==> src/rtl/fetch_pc_unit_if.sv <==
// Fetch PC unit bus: fetch-control request, pipeline controls and imem port.
// pcErr exists only when PC_LIMIT_CHECK_EN is defined.
interface fetch_pc_unit_if;
  logic        fetch;
  logic        extend;
  logic [1:0]  fetchSrc;
  logic        stall;
  logic        branch;
  logic [31:0] branchAddr;
  logic        instrExt;
  logic [15:0] memData;
  logic [31:0] memAddr;
  logic [31:0] pc;
  logic        pcValid;
`ifdef PC_LIMIT_CHECK_EN
  logic        pcErr;
`endif

  modport master (
    output fetch, extend, fetchSrc,
    output stall, branch, branchAddr,
    output instrExt, memData,
    input  memAddr, pc, pcValid
`ifdef PC_LIMIT_CHECK_EN
    , input pcErr
`endif
  );

  modport slave (
    input  fetch, extend, fetchSrc,
    input  stall, branch, branchAddr,
    input  instrExt, memData,
    output memAddr, pc, pcValid
`ifdef PC_LIMIT_CHECK_EN
    , output pcErr
`endif
  );
endinterface

==> src/rtl/fetch_pc_unit.sv <==
// MIPS fetch PC stage: vector load from imem, branch, stall, step.
// Optional PC limit checking enabled by PC_LIMIT_CHECK_EN.
module fetch_pc_unit #(
  parameter int unsigned VEC_BASE  = 0,
  parameter int unsigned MEM_DEPTH = 1048576
) (
  input logic            clk,
  input logic            rst,
  fetch_pc_unit_if.slave bus
);

  typedef enum logic [1:0] {
    RUN,
    VEC_HI,
    VEC_LO
  } state_t;

  state_t      state_q, state_d;
  logic [31:0] pc_q, pc_d;
  logic [31:0] vec_q, vec_d;
  logic [15:0] hi_q, hi_d;
  logic        loaded_q, loaded_d;
  logic        pc_wr;
  logic        req;
  logic        over;
  logic [31:0] vec_new;

  assign req     = bus.fetch && bus.extend;
  assign vec_new = 32'(VEC_BASE) + {29'd0, bus.fetchSrc, 1'b0};

`ifdef PC_LIMIT_CHECK_EN
  localparam logic [32:0] LIMIT = 33'(MEM_DEPTH);

  logic err_q, err_d;

  assign over   = {1'b0, pc_q} >= LIMIT;
  assign err_d  = err_q | (pc_wr && ({1'b0, pc_d} >= LIMIT));
  assign bus.pcErr = err_q;

  always_ff @(posedge clk or negedge rst) begin
    if (!rst) err_q <= 1'b0;
    else      err_q <= err_d;
  end
`else
  assign over = 1'b0;
`endif

  always_comb begin
    state_d     = state_q;
    pc_d        = pc_q;
    vec_d       = vec_q;
    hi_d        = hi_q;
    loaded_d    = loaded_q;
    pc_wr       = 1'b0;
    bus.memAddr = pc_q;
    bus.pcValid = 1'b0;
    unique case (state_q)
      RUN: begin
        bus.pcValid = loaded_q && !bus.stall && !over;
        if (req) begin
          vec_d   = vec_new;
          state_d = VEC_HI;
        end else if (bus.branch) begin
          pc_d  = bus.branchAddr;
          pc_wr = 1'b1;
        end else if (!bus.stall) begin
          pc_d  = pc_q + (bus.instrExt ? 32'd2 : 32'd1);
          pc_wr = 1'b1;
        end
      end
      VEC_HI: begin
        bus.memAddr = vec_q;
        if (req) begin
          vec_d   = vec_new;
          state_d = VEC_HI;
        end else begin
          hi_d    = bus.memData;
          state_d = VEC_LO;
        end
      end
      VEC_LO: begin
        bus.memAddr = vec_q + 32'd1;
        if (req) begin
          vec_d   = vec_new;
          state_d = VEC_HI;
        end else begin
          pc_d     = {hi_q, bus.memData};
          pc_wr    = 1'b1;
          loaded_d = 1'b1;
          state_d  = RUN;
        end
      end
      default: state_d = RUN;
    endcase
  end

  always_ff @(posedge clk or negedge rst) begin
    if (!rst) begin
      state_q  <= RUN;
      pc_q     <= '0;
      vec_q    <= '0;
      hi_q     <= '0;
      loaded_q <= 1'b0;
    end else begin
      state_q  <= state_d;
      pc_q     <= pc_d;
      vec_q    <= vec_d;
      hi_q     <= hi_d;
      loaded_q <= loaded_d;
    end
  end

  assign bus.pc = pc_q;

endmodule
==> src/flat_wrapper.sv <==
// flat-port wrapper written by rule: the top's interface ports become plain ports
module fetch_pc_unit_flat 
#(
  parameter int unsigned VEC_BASE  = 0,
  parameter int unsigned MEM_DEPTH = 1048576
)
  (clk, rst, bus_fetch, bus_extend, bus_fetchSrc, bus_stall, bus_branch, bus_branchAddr, bus_instrExt, bus_memData, bus_memAddr, bus_pc, bus_pcValid);
  fetch_pc_unit_if bus_i ();
  input logic clk;
  input logic rst;
  input wire logic [$bits(bus_i.fetch)-1:0] bus_fetch;
  input wire logic [$bits(bus_i.extend)-1:0] bus_extend;
  input wire logic [$bits(bus_i.fetchSrc)-1:0] bus_fetchSrc;
  input wire logic [$bits(bus_i.stall)-1:0] bus_stall;
  input wire logic [$bits(bus_i.branch)-1:0] bus_branch;
  input wire logic [$bits(bus_i.branchAddr)-1:0] bus_branchAddr;
  input wire logic [$bits(bus_i.instrExt)-1:0] bus_instrExt;
  input wire logic [$bits(bus_i.memData)-1:0] bus_memData;
  output wire logic [$bits(bus_i.memAddr)-1:0] bus_memAddr;
  output wire logic [$bits(bus_i.pc)-1:0] bus_pc;
  output wire logic [$bits(bus_i.pcValid)-1:0] bus_pcValid;
  assign bus_i.fetch = bus_fetch;
  assign bus_i.extend = bus_extend;
  assign bus_i.fetchSrc = bus_fetchSrc;
  assign bus_i.stall = bus_stall;
  assign bus_i.branch = bus_branch;
  assign bus_i.branchAddr = bus_branchAddr;
  assign bus_i.instrExt = bus_instrExt;
  assign bus_i.memData = bus_memData;
  assign bus_memAddr = bus_i.memAddr;
  assign bus_pc = bus_i.pc;
  assign bus_pcValid = bus_i.pcValid;
  fetch_pc_unit #(.VEC_BASE(VEC_BASE), .MEM_DEPTH(MEM_DEPTH)) u_core (.clk(clk), .rst(rst), .bus(bus_i));
endmodule
==> config.mk <==
export PLATFORM = sky130hd
export DESIGN_NAME = fetch_pc_unit_flat
export DESIGN_NICKNAME = d
export VERILOG_FILES = /design/src/rtl/fetch_pc_unit_if.sv /design/src/rtl/fetch_pc_unit.sv /design/src/flat_wrapper.sv
export SDC_FILE = /design/constraint.sdc
export NUM_CORES = 1
export LEC_CHECK = 0
export BUFFER_PORTS_ARGS = -buffer_cell sky130_fd_sc_hd__buf_4
export CORE_MARGIN = 2
export CORE_UTILIZATION = 30
export DETAILED_ROUTE_END_ITERATION = 12
export SYNTH_ARGS = -nofsm -noshare
export SYNTH_HDL_FRONTEND = slang
export SYNTH_SLANG_ARGS = --single-unit
==> constraint.sdc <==
create_clock -name clk -period 2.9 [get_ports clk]
set_input_delay 0.145 -clock clk [delete_from_list [all_inputs] [get_ports clk]]
set_output_delay 0.145 -clock clk [all_outputs]
set_load 0.02 [all_outputs]
==> run metrics <==
via count=3,669; fmax=404 MHz; required time worst endpoint=3.09 ns; clk_lat worst skew=0.30 ns; endpoints failing hold=0; Worst Setup Start Kind=flop; final setup fails=0; Hold Buf Count CTS=1; CTS Buf Count=5; Crit path arrival time=2.66 ns; Post-synth ARST share=100%; Total GRT Usage=18.7%; vias per cell=5.51; Synth Register Bits=53; GR Overflow Total=0; Die Y-Extent=113 um; Worst Path Max Fanout=11; worst stage delay on the critical path=0.42 ns; CTS Root Buffer Type=clkbuf_16; part of the Yosys area used for sequential elements=37.0%; period utilization=85.3%; setup tns final=0 ns; DR WL/cell=18.1 um; worst min path class=primary input to flop; critical path type=flop to flop; antenna cells=0; worst hold stages=3; Worst-Margin Slew=0.821 ns; share of post-route cells with drive strength above 1=32.1%; initial antenna violation count=0; CP bufs+invs=2; Setup Buffers After CTS=0; number of synthesized flops with an enable pin=0; Pwr Density=1090 mW/mm^2; Post-route DRC=0; Critical-path top delay cell=fa_1; RSZ-0062 raised after global routing=no; outcome=finished, final reports clean; clock skew=0.00518 ns; Worst path depth=9; syn_nets=473; number of DRC markers in iteration 0=209; die area=0.0128 mm^2; top_reg_cell synth=dfrtp_1; total core area=0.0115 mm^2; worst vdd ir=379 uV; port bufs=121; worst rel slew slack=45.3%; Tmin final=2.47 ns; leak pwr=0.00212 uW; PostCTS Resize Cnt=0; # rows=39; max cap viols=0; num ports=122; crit end category=flop; Cells after Synth=409; first-pass GRT wire length=19,000 um; initial core utilization=31.1%; final WL=12,100 um; CP top delay family=simple AND/OR/NAND/NOR gates; Post-Syn Area=0.00358 mm^2; Pre-antenna DRT Iters=5; Reg2Reg Depth=9; Slew Viols, Final=0; Syn. warnings=0; Max Root-Sink Buffers=2; die width=113 um; GP Congestion=0.777; CTS sink cnt=53; fin util=41.7%; DP HPWL=9020 um; CTS tree=done; H-tree depth=2; ANT nets after route=0; number of global-route vias before repair=3,565; Layout area overhead=34.2%; mean post-synth cell area=8.76 um^2; worst-path cell chain=ha_1 -> inv_1 -> fa_1 -> nand4b_1 -> nor4_2 -> buf_4 -> nand4_1 -> a21o_1 -> a22o_1; CTS clk-pin slew, worst paths=0.08 ns; pin count of the biggest net entering global routing=54; Final nets=586; Synth cell types=63
==> area by class of cell <==
cell class                      count  area (um^2)
Clock buffer                        5          125
Clock inverter                      3         21.3
Fill cell                        1182         6710
Inverter                           15         56.3
Multi-Input combinational cell    313         2090
Sequential cell                    53         1330
Tap cell                          143          179
Timing Repair Buffer              134         1010
==> Yosys cell counts (3+ instances only) <==
cell type | number | area, um^2
dfrtp_1 | 53 | 1330
nand2_1 | 31 | 116
o21ai_0 | 28 | 140
nor2_1 | 27 | 101
nor2b_1 | 26 | 163
a21oi_1 | 22 | 110
clkbuf_1 | 22 | 82.6
mux2_2 | 18 | 203
inv_1 | 15 | 56.3
and3_1 | 12 | 75.1
nand3_1 | 12 | 60.1
nand4_1 | 10 | 62.6
a22oi_1 | 9 | 67.6
o211ai_1 | 9 | 67.6
xor2_1 | 9 | 78.8
nor3_1 | 8 | 40.0
ha_1 | 6 | 75.1
o21a_1 | 5 | 37.5
o22ai_1 | 5 | 31.3
xnor2_1 | 5 | 43.8
a221o_1 | 4 | 40.0
buf_2 | 4 | 20.0
nand3b_1 | 4 | 30.0
a21o_1 | 3 | 22.5
a221oi_1 | 3 | 26.3
a22o_1 | 3 | 26.3
a31oi_1 | 3 | 18.8
and2_1 | 3 | 18.8
nand2b_1 | 3 | 18.8
nor3b_1 | 3 | 22.5
or3_1 | 3 | 18.8
==> registers in the layout, indices dropped and copies added, names as in the netlist <==
name / cells
u_core.state_q: 2
u_core.vec_q: 2
u_core.loaded_q: 1
u_core.hi_q: 16
u_core.bus.pc: 32
==> cell usage in the layout, fill, tap and decap left out, types with 4 or more instances in the layout <==
master / Yosys / layout
a21oi_1: 22 / 22
a221o_1: 4 / 4
a22oi_1: 9 / 9
and3_1: 12 / 12
buf_4: 0 / 133
clkbuf_16: 0 / 5
dfrtp_1: 53 / 53
ha_1: 6 / 6
inv_1: 15 / 15
mux2_2: 18 / 18
nand2_1: 31 / 31
nand3_1: 12 / 12
nand3b_1: 4 / 4
nand4_1: 10 / 10
nor2_1: 27 / 27
nor2b_1: 26 / 26
nor3_1: 8 / 8
o211ai_1: 9 / 9
o21a_1: 5 / 5
o21ai_0: 28 / 28
o22ai_1: 5 / 5
xnor2_1: 5 / 5
xor2_1: 9 / 9
==> per-stage QoR <==
stage	setup slack (ns)	power (uW)	hold slack, ns	cell area [um^2]	instances
floorplan	0.451	3360	-0.151	3580	409
global placement	0.533	4600	0.245	4650	657
detailed placement	0.461	4650	0.243	4650	657
CTS	0.445	5280	0.0692	4810	666
global route	0.175	5620	0.0756	4810	666
finish	0.427	5250	0.0696	4810	666
==> tightest hold or removal path, stage by stage <==
cell	delay, ns
buf_4	0.09
nand2_1	0.04
o21ai_0	0.06
==> where the power goes <==
part	internal [uW]	total, uW	switching, uW
sequential	1090	1560	467
combinational	1370	3080	1710
clock	323	623	300
total	2780	5250	2480
==> cells by family (layout without fill, tap and decap cells) <==
kind of cell	count (synthesis)	after routing	share of synthesized area, %
and+or+nand+nor	155	155	23.9
AOI/OAI and AO/OA	117	117	22.2
adders and majority gates	7	7	2.65
muxes	20	20	6.22
DFF	53	53	37.0
buffers and inverters	43	157	4.65
xor gates and xnor gates	14	14	3.42
==> final timing paths <==
check	slack, ns	to	start
min in group asynchronous	0.46	u_core.bus.pc[6]	rst
hold reg to reg	0.46	u_core.loaded_q	u_core.loaded_q
hold / removal	0.07	u_core.hi_q[15]	bus_memData[15]
max in group asynchronous	1.96	u_core.bus.pc[16]	rst
setup reg to reg	0.43	u_core.bus.pc[22]	u_core.bus.pc[0]
setup / recovery	0.43	u_core.bus.pc[22]	u_core.bus.pc[0]
==> routing by layer <==
layer	vias up	GRT usage [%]	share of wire (%)
met5	-	0	0
met1	1789	25.6	44
met3	17	3.91	7.2
met2	139	30.3	47
li1	1724	-	-
met4	0	4.88	2.1
No activity file was read; power rests on OpenSTA's default activity.
